### src/rtl/rgb_lut_arbiter_if.sv
// Bundle of requester, colour-memory and pause handshake signals for rgb_lut_arbiter.
// master = arbiter side, slave = requesters / memory / pause controller side.
interface rgb_lut_arbiter_if #(
    parameter int N_REQ = 4,
    parameter int ID_W  = 2
);
    logic [N_REQ-1:0]   req;
    logic [3*N_REQ-1:0] colour_in;
    logic [N_REQ-1:0]   gnt;
    logic [2:0]         lut_colour;
    logic               lut_enable;
    logic [23:0]        lut_rgb;
    logic [23:0]        rgb_out;
    logic [ID_W-1:0]    rgb_id;
    logic               rgb_valid;
    logic               pause;
    logic               pause_ack;

    modport master (
        input  req, colour_in, lut_rgb, pause,
        output gnt, lut_colour, lut_enable, rgb_out, rgb_id, rgb_valid, pause_ack
    );

    modport slave (
        output req, colour_in, lut_rgb, pause,
        input  gnt, lut_colour, lut_enable, rgb_out, rgb_id, rgb_valid, pause_ack
    );
endinterface

### src/rtl/rgb_lut_arbiter.sv
// Round-robin arbiter sharing one registered RGB lookup memory, with pause/drain handshake.
// Optional grant statistics (gnt_count, last_gnt_id) enabled by defining RGB_ARB_STATS_EN.
module rgb_lut_arbiter #(
    parameter int N_REQ = 4,
    parameter int ID_W  = 2
) (
    input  logic              clk,
    input  logic              rst,
    rgb_lut_arbiter_if.master bus
`ifdef RGB_ARB_STATS_EN
    ,
    output logic [15:0]       gnt_count,
    output logic [ID_W-1:0]   last_gnt_id
`endif
);
    localparam logic [1:0] S_RUN    = 2'd0;
    localparam logic [1:0] S_DRAIN  = 2'd1;
    localparam logic [1:0] S_PAUSED = 2'd2;

    logic [1:0]       state_q, state_d;
    logic [ID_W-1:0]  ptr_q, ptr_d;
    logic [N_REQ-1:0] req_rot;
    logic             found;
    logic [ID_W:0]    win_sum;
    logic [ID_W-1:0]  win_id;
    logic [2:0]       win_col;
    logic             grant_en;
    logic [N_REQ-1:0] gnt_d;
    logic             drain_done;

    logic             lut_enable_q;
    logic [2:0]       lut_colour_q;
    logic [ID_W-1:0]  tag1_id_q;
    logic             tag2_vld_q;
    logic [ID_W-1:0]  tag2_id_q;
    logic [23:0]      rgb_out_q;
    logic [ID_W-1:0]  rgb_id_q;
    logic             rgb_valid_q;
    logic             pause_ack_q;

    // Rotate requests so bit 0 is the pointer position; lowest set bit wins.
    always_comb begin
        req_rot = N_REQ'({bus.req, bus.req} >> ptr_q);
        found   = 1'b0;
        win_sum = '0;
        for (int k = N_REQ - 1; k >= 0; k--) begin
            if (req_rot[k]) begin
                found   = 1'b1;
                win_sum = {1'b0, ptr_q} + (ID_W+1)'(k);
            end
        end
        if (win_sum >= (ID_W+1)'(N_REQ)) begin
            win_sum = win_sum - (ID_W+1)'(N_REQ);
        end
        win_id = win_sum[ID_W-1:0];
    end

    assign grant_en = (state_q == S_RUN) && !bus.pause && !rst && found;

    always_comb begin
        gnt_d   = '0;
        win_col = '0;
        for (int i = 0; i < N_REQ; i++) begin
            if (win_id == ID_W'(i)) begin
                gnt_d[i] = grant_en;
                win_col  = bus.colour_in[3*i +: 3];
            end
        end
    end

    always_comb begin
        ptr_d = ptr_q;
        if (grant_en) begin
            ptr_d = (win_id == ID_W'(N_REQ - 1)) ? '0 : win_id + ID_W'(1);
        end
    end

    // Stage-1 valid is lut_enable itself. Entering PAUSED once stage 1 and 2 are empty means
    // the output stage is empty by the time pause_ack rises.
    assign drain_done = !lut_enable_q && !tag2_vld_q;

    always_comb begin
        state_d = state_q;
        case (state_q)
            S_RUN:    if (bus.pause) state_d = S_DRAIN;
            S_DRAIN:  if (!bus.pause) state_d = S_RUN;
                      else if (drain_done) state_d = S_PAUSED;
            S_PAUSED: if (!bus.pause) state_d = S_RUN;
            default:  state_d = S_RUN;
        endcase
    end

    always_ff @(posedge clk or posedge rst) begin
        if (rst) begin
            state_q      <= S_RUN;
            ptr_q        <= '0;
            lut_enable_q <= 1'b0;
            lut_colour_q <= '0;
            tag1_id_q    <= '0;
            tag2_vld_q   <= 1'b0;
            tag2_id_q    <= '0;
            rgb_out_q    <= '0;
            rgb_id_q     <= '0;
            rgb_valid_q  <= 1'b0;
            pause_ack_q  <= 1'b0;
        end else begin
            state_q      <= state_d;
            ptr_q        <= ptr_d;
            lut_enable_q <= grant_en;
            if (grant_en) begin
                lut_colour_q <= win_col;
                tag1_id_q    <= win_id;
            end
            tag2_vld_q <= lut_enable_q;
            tag2_id_q  <= tag1_id_q;
            if (tag2_vld_q) begin
                rgb_out_q <= bus.lut_rgb;
                rgb_id_q  <= tag2_id_q;
            end
            rgb_valid_q <= tag2_vld_q;
            pause_ack_q <= (state_d == S_PAUSED);
        end
    end

    assign bus.gnt        = gnt_d;
    assign bus.lut_enable = lut_enable_q;
    assign bus.lut_colour = lut_colour_q;
    assign bus.rgb_out    = rgb_out_q;
    assign bus.rgb_id     = rgb_id_q;
    assign bus.rgb_valid  = rgb_valid_q;
    assign bus.pause_ack  = pause_ack_q;

`ifdef RGB_ARB_STATS_EN
    logic [15:0]     gnt_count_q;
    logic [ID_W-1:0] last_gnt_id_q;

    always_ff @(posedge clk or posedge rst) begin
        if (rst) begin
            gnt_count_q   <= '0;
            last_gnt_id_q <= '0;
        end else if (grant_en) begin
            if (gnt_count_q != 16'hFFFF) gnt_count_q <= gnt_count_q + 16'd1;
            last_gnt_id_q <= win_id;
        end
    end

    assign gnt_count   = gnt_count_q;
    assign last_gnt_id = last_gnt_id_q;
`endif
endmodule
### src/flat_wrapper.sv
// flat-port wrapper written by rule: the top's interface ports become plain ports
module rgb_lut_arbiter_flat 
#(
    parameter int N_REQ = 4,
    parameter int ID_W  = 2
)
  (clk, rst, bus_req, bus_colour_in, bus_lut_rgb, bus_pause, bus_gnt, bus_lut_colour, bus_lut_enable, bus_rgb_out, bus_rgb_id, bus_rgb_valid, bus_pause_ack);
  rgb_lut_arbiter_if #(.N_REQ(N_REQ), .ID_W(ID_W)) bus_i ();
  input  logic clk;
  input  logic rst;
  input wire logic [$bits(bus_i.req)-1:0] bus_req;
  input wire logic [$bits(bus_i.colour_in)-1:0] bus_colour_in;
  input wire logic [$bits(bus_i.lut_rgb)-1:0] bus_lut_rgb;
  input wire logic [$bits(bus_i.pause)-1:0] bus_pause;
  output wire logic [$bits(bus_i.gnt)-1:0] bus_gnt;
  output wire logic [$bits(bus_i.lut_colour)-1:0] bus_lut_colour;
  output wire logic [$bits(bus_i.lut_enable)-1:0] bus_lut_enable;
  output wire logic [$bits(bus_i.rgb_out)-1:0] bus_rgb_out;
  output wire logic [$bits(bus_i.rgb_id)-1:0] bus_rgb_id;
  output wire logic [$bits(bus_i.rgb_valid)-1:0] bus_rgb_valid;
  output wire logic [$bits(bus_i.pause_ack)-1:0] bus_pause_ack;
  assign bus_i.req = bus_req;
  assign bus_i.colour_in = bus_colour_in;
  assign bus_i.lut_rgb = bus_lut_rgb;
  assign bus_i.pause = bus_pause;
  assign bus_gnt = bus_i.gnt;
  assign bus_lut_colour = bus_i.lut_colour;
  assign bus_lut_enable = bus_i.lut_enable;
  assign bus_rgb_out = bus_i.rgb_out;
  assign bus_rgb_id = bus_i.rgb_id;
  assign bus_rgb_valid = bus_i.rgb_valid;
  assign bus_pause_ack = bus_i.pause_ack;
  rgb_lut_arbiter #(.N_REQ(N_REQ), .ID_W(ID_W)) u_core (.clk(clk), .rst(rst), .bus(bus_i));
endmodule
### config.mk
export PLATFORM = sky130hd
export DESIGN_NAME = rgb_lut_arbiter_flat
export DESIGN_NICKNAME = d
export VERILOG_FILES = /design/src/rtl/rgb_lut_arbiter_if.sv /design/src/rtl/rgb_lut_arbiter.sv /design/src/flat_wrapper.sv
export SDC_FILE = /design/constraint.sdc
export NUM_CORES = 1
export LEC_CHECK = 0
export ABC_AREA = 1
export CAP_MARGIN = 30
export CORE_UTILIZATION = 47
export DETAILED_ROUTE_END_ITERATION = 16
export PLACE_DENSITY = 0.86
export SETUP_SLACK_MARGIN = 0.15
export SYNTH_ARGS = -nofsm -noshare
export SYNTH_HDL_FRONTEND = slang
export SYNTH_SLANG_ARGS = --single-unit
### constraint.sdc
create_clock -name clk -period 5.8 [get_ports clk]
set_input_delay 0.87 -clock clk [delete_from_list [all_inputs] [get_ports clk]]
set_output_delay 0.87 -clock clk [all_outputs]
set_load 0.01 [all_outputs]
==> results.md, run 1 <==
- Status: finished clean
- Share of layout cells above drive strength 1: 0.08951
- Die W: about 67 µm
- Hold slack: approximately 0.4 ns
- Most frequent cells in the layout: nand2_1 (113), clkdlybuf4s50_1 (78), dfrtp_1 (41)
- Initial antenna violation count: 0
- DRC: 0
- Syn nets: 292
- Max-cap violations: 0
- LEAKAGE: about 1.5 nW
- DP Cell Count: about 370
- Post-Syn Area: 2001 µm²
- First-pass GRT wire length: between 7000 and 8000 µm
- Clk buf depth: 2
- TNS Setup: 0 ns
- Height of the die: roughly 67 µm
- Post-DP HPWL: 3457 µm
- Average routed wire per standard cell: 12.47 µm
- Total track usage: 0.2172
- Vias: 1784
- Area Overhead vs Synth: 45.97%
- Post-CTS sizing: 0
- #FFs+latches synth: 41
- GPL Wtd Cong: roughly 0.87
- Clock-pin slew on the worst setup and hold paths: 0.08 ns
- Maximum clock rate: ~250 MHz
- Yosys warning count: 0
- Worst rel slew slack: 0.4015
- Site Rows: 23
- Worst path slowest cell: clkdlybuf4s50_1
- Final Core Density: 0.7197
- Finished Layout Cells: about 370
- Worst Path Required: 4.93 ns
- Number of global-route vias before repair: between 1500 and 2000
- Initial Util: 0.4931
- CTS tree: built
- Most frequent CP cell: nand2_1
- Total CTS buffers: 5
- Mean post-synth cell area: between 8 and 9 µm²
- Unique masters post-synth: 26
- Htree depth: 2
- RSZ-0062 raised after global routing: false
- Setup CP Type: in -> out
- Nets: 370
- Die area: 4522 µm²
- Congestion Overflow GR: 0
- CP cell instances: clkdlybuf4s50_1 -> inv_1 -> nand2_4 -> nand3_1 -> nand2_1 -> nand2_1 -> nand2_1 -> nand2_1 -> nand2_1 -> ha_1 -> inv_1 -> nor2_1 -> clkdlybuf4s50_1
- Hold Crit Class: reg -> reg
- Ant. Diodes: 0
- Worst slew pin tran: 0.8977 ns
- Crit share post-route: 0.6869
- Initial DRC count: 94
- Commonest non-fill, non-tap cell in the layout: nand2_1
- Buf/Inv on CP: 4
- TritonRoute pass-1 iters: 4
- Skew final: 0.003596 ns
- Hold Crit Start: u_core.tag1_id_q[0]
- Worst-skew pair later-pin latency: between 0.2 and 0.3 ns
- Slew Limit Fails: 0
- Final ANT Viol Nets: 0
- Core area: around 4100 µm²
- VDD IR max: 0.2947 mV
- Cells after synthesis: around 250
- Worst Setup End Kind: output pin
- Num ports: 79
- WHS Path Cells: 0
- Worst r2r src: u_core.ptr_q[0]
- Setup bufs post-CTS: 0
- Reg2Reg Setup Slack: 3.37 ns
- FF-to-FF End: u_core.bus.lut_colour[0]
- Largest net degree at the start of global routing: 35
- Min-Delay Endpoint: u_core.tag2_id_q[0]
- Setup violations, final: 0
- CP max FO: 5
- Port bufs: slightly below 80
- DRT Wirelength: between 4000 and 5000 µm
- Family with the most delay on the worst path: buffers and inverters
- FF-to-FF path depth: 15
- Final hold violations: 0
- Hold Buf Count CTS: 0
- Final Critical Period: roughly 4 ns
- Via/cell ratio: roughly 4.8
- CTS sink cnt: just over 40
- Power Density: roughly 530 nW/µm²
- Clock root cell: clkbuf_8
- CP max stage delay: around 0.55 ns
- Sequential share of the synthesized area: 0.5128
- Arr. time, crit path: roughly 3.1 ns
- Crit start category: input port
==> worst reg2reg max path, cell delays in order, from the launching register on <==
cell and delay (ns):
dfrtp_1 0.66, inv_2 0.16, nand2_1 0.13, nand3_1 0.09, nand2_1 0.11, nand2_1 0.08
nand2_1 0.06, nand2_1 0.04, nand2_1 0.15, inv_1 0.08, ha_1 0.25, inv_1 0.12
nor2_1 0.05, a21oi_1 0.12, mux2i_1 0.11, o21ai_2 0.14
==> through the flow <==
stage | instance area, µm² | setup WS (ns) | power (mW)
after floorplan | 2001 | 2.969 | 0.9571
after global placement | 2786 | 1.931 | 1.240
after detailed placement | 2786 | 1.828 | 1.271
after CTS | 2920 | 1.805 | 1.549
after global routing | 2920 | 1.631 | 1.656
final | 2920 | 1.816 | 1.535
==> routing by layer <==
| metal | track usage | up-vias | part of all wire |
|---|---|---|---|
| met4 | 0.08245 | 0 | 0.012 |
| met3 | 0.06588 | 6 | 0.063 |
| met5 | 0 | - | 0 |
| met1 | 0.2425 | 808 | 0.41 |
| met2 | 0.3850 | 64 | 0.51 |
| li1 | - | 906 | - |
==> state kept, by name (all words and copies together) (netlist names) <==
signal                 flops
u_core.bus.lut_enable      1
u_core.bus.lut_colour      3
u_core.ptr_q               2
u_core.bus.pause_ack       1
u_core.bus.rgb_out        24
u_core.tag1_id_q           2
u_core.state_q             2
u_core.tag2_vld_q          1
u_core.bus.rgb_id          2
u_core.tag2_id_q           2
u_core.bus.rgb_valid       1
==> synth_stat cells, drive strengths merged <==
library cell,n,area share
a211oi,2,0.0075
a21oi,7,0.018
a22oi,1,0.0038
buf,4,0.020
clkbuf,4,0.013
clkinv,1,0.0019
dfrtp,41,0.51
ha,4,0.025
inv,20,0.038
mux2i,3,0.015
nand2,124,0.25
nand3,17,0.050
nor2,11,0.022
nor4,1,0.0031
o21ai,4,0.016
xnor2,1,0.0044
==> cell families after synthesis <==
kind of cell,count (synthesis),share of synthesized area
flip-flops,41,0.5128
AO/OA/AOI/OAI,14,0.04440
multiplexers,3,0.01501
XOR/XNOR,1,0.004379
buffers and inverters,29,0.07191
adder cells (fa/ha/maj),4,0.02502
AND/OR/NAND/NOR,153,0.3265
==> layout make-up <==
type	instances	area, µm²
clock inverter	3	65.06
multi-input combinational	175	830.8
sequential	41	1026
clock buffer	5	68.82
inverter	21	78.83
fill	311	1137
timing repair buffer	79	788.3
tap	50	62.56
==> power by group <==
part | internal, mW | switching [mW]
combinational | 0.374 | 0.390
sequential | 0.407 | 0.0938
clock | 0.171 | 0.0986
total | 0.952 | 0.582
==> how the worst max path moves through the flow <==
stage,start,to,cells past startpoint
floorplan,bus_req[3],bus_gnt[2],12
global placement,bus_req[3],bus_gnt[3],13
detailed placement,bus_req[2],bus_gnt[3],13
CTS,bus_req[2],bus_gnt[3],13
global route,bus_req[2],bus_gnt[3],13
finish,bus_req[3],bus_gnt[3],13
Note: power is estimated with default switching activity, not from simulation.
==> run 2: changes to the inputs <==
Settings changed: CORE_UTILIZATION 47 to 39, PLACE_DENSITY 0.86 to 0.76.
Clock period 5.8 ns to 3.55 ns, I/O delays scaled along.
==> results.md, run 2 (synthesized netlist as in run 1, its figures left out) <==
- Status: finished clean
- Final hold violations: 0
- Skew final: around 0.0045 ns
- Die area: ~5400 µm²
- Port bufs: 78
- Most frequent cells in the layout: nand2_1 (113), clkdlybuf4s50_1 (76), dfrtp_1 (40)
- LEAKAGE: roughly 1.5 nW
- First-pass GRT wire length: 6789 µm
- Final Critical Period: 3.286 ns
- Total track usage: 0.1609
- Htree depth: 2
- Via/cell ratio: ~4.5
- Crit share post-route: 0.9255
- Final ANT Viol Nets: 0
- Hold Crit Class: reg -> reg
- Net Sw Frac: 0.3925
- Clk network pwr share: 0.120
- CTS tree: built
- Site Rows: 25
- Initial Util: 0.4153
- Worst slew pin tran: approximately 0.89 ns
- Sequential Power Share: 0.347
- DRC: 0
- Share of layout cells above drive strength 1: 0.1019
- TritonRoute pass-1 iters: 4
- Core area: approximately 4800 µm²
- Tot Pwr: about 2.3 mW
- Setup violations, final: 0
- CP max FO: 5
- Setup bufs post-CTS: 0
- Die W: 73.63 µm
- Comb power frac: 0.533
- Area Overhead vs Synth: 45.28%
- Initial antenna violation count: 0
- Met2 wire length: 2068 µm
- Height of the die: roughly 74 µm
- Num ports: 79
- Worst Setup End Kind: output pin
- Power Density: just over 800 nW/µm²
- Fill count: 445
- Congestion Overflow GR: 0
- Setup CP Type: in -> out
- Worst Path Required: 3.02 ns
- Initial DRC count: 78
- Pint: approximately 1.4 mW
- Slew Limit Fails: 0
- RSZ-0062 raised after global routing: true
- Nets: between 300 and 400
- Clock root cell: clkbuf_8
- Total CTS buffers: 5
- Max-cap violations: 0
- CTS sink cnt: between 40 and 50
- Number of global-route vias before repair: about 1600
- Crit start category: input port
- Max reg flops: 24
- Arr. time, crit path: 2.75 ns
- Ant. Diodes: 0
- GPL Wtd Cong: 0.8355
- Worst-skew pair later-pin latency: about 0.28 ns
- Average routed wire per standard cell: roughly 11 µm
- Routed wl met3: roughly 330 µm
- Clock-pin slew on the worst setup and hold paths: approximately 0.070 ns
- Vias: 1752
- TNS Setup: 0 ns
- Clk buf depth: 2
- Switching power total: 921.0 µW
- Commonest non-fill, non-tap cell in the layout: nand2_1
- Largest net degree at the start of global routing: 30
- Post-DP HPWL: between 3000 and 4000 µm
- Worst rel slew slack: 0.4092
- Post-Route M1 WL: approximately 1800 µm
- Maximum clock rate: slightly above 300 MHz
- Uppermost layer routed: met4
- DRT Wirelength: approximately 4200 µm
- VDD IR max: between 0.4 and 0.5 mV
==> run 2: changes by cell type in the layout (fill, tap and decap cells not counted), sizes merged <==
| cell | change |
|---|---|
| clkbuf | +1 |
| bufinv | -2 |
| clkdlybuf4s50 | -2 |
| clkinv | +1 |
| dlymetal6s2s | +2 |
==> run 2: per-layer routing <==
metal	GRT usage	vias to the layer above
met3	0.05487	4
met5	0	-
li1	-	905
met2	0.2875	58
met1	0.1868	785
met4	0.03205	0
==> run 2: worst max-delay path: stages <==
cell and delay, ns:
clkdlybuf4s50_1 0.51, inv_1 0.10, nand2_4 0.07, nand3_1 0.10
nand2_1 0.11, nand2_1 0.07, nand3_1 0.07, nand2_1 0.13
inv_1 0.12, ha_2 0.21, inv_1 0.08, nor2_1 0.10
clkdlybuf4s50_1 0.54
==> run 2: power by group through the flow <==
stage               Sequential, mW  Combinational (mW)  Clock [mW]
global placement             0.816                1.21           0
CTS                          0.815                1.24       0.293
finish                       0.814                1.25       0.281
detailed placement           0.823                1.24           0
global route                 0.841                1.41       0.309
floorplan                    0.853               0.710           0
==> run 2: what timing repair did <==
item	CTS	global route
setup endpoints to repair	0	4
hold buffers	0	0
gates resized for setup	0	7
==> run 2: path summary, 6_finish.rpt <==
check	slack [ns]	cells past startpoint	endpoint	from
worst min-delay path	0.40	0	u_core.tag2_id_q[1]	u_core.tag1_id_q[1]
worst min register to register	0.40	0	u_core.tag2_id_q[1]	u_core.tag1_id_q[1]
max in group asynchronous	2.31	3	u_core.ptr_q[0]	rst
min in group asynchronous	0.55	2	u_core.bus.pause_ack	rst
worst max-delay path	0.26	13	bus_gnt[2]	bus_req[3]
worst max register to register	1.35	15	u_core.bus.lut_colour[2]	u_core.ptr_q[0]
==> run 2: per-stage QoR <==
step | setup WS (ns) | hold WS (ns) | instances | util | cell area, µm²
after floorplan | 1.394 | 0.3487 | 245 | - | 2001
final | 0.2645 | 0.3951 | 391 | 0.6034 | 2907
after global placement | 0.3532 | 0.3780 | 383 | 0.5829 | 2808
after global routing | 0.1045 | 0.4144 | 391 | 0.6034 | 2907
after detailed placement | 0.2668 | 0.3805 | 383 | 0.5829 | 2808
after CTS | 0.2470 | 0.3996 | 391 | 0.6000 | 2890
==> run 2: final cells by class <==
| cell class | count | area (µm²) | share of cell area |
|---|---|---|---|
| well taps | 67 | 83.83 | 0.02884 |
| clock buffers | 6 | 72.57 | 0.02497 |
| multi-input cells | 175 | 840.8 | 0.2893 |
| flip-flops and latches | 41 | 1027 | 0.3534 |
| inverters | 21 | 78.83 | 0.02712 |
| repair buffers | 79 | 793.3 | 0.2729 |
| clock inverters | 2 | 10.01 | 0.003444 |
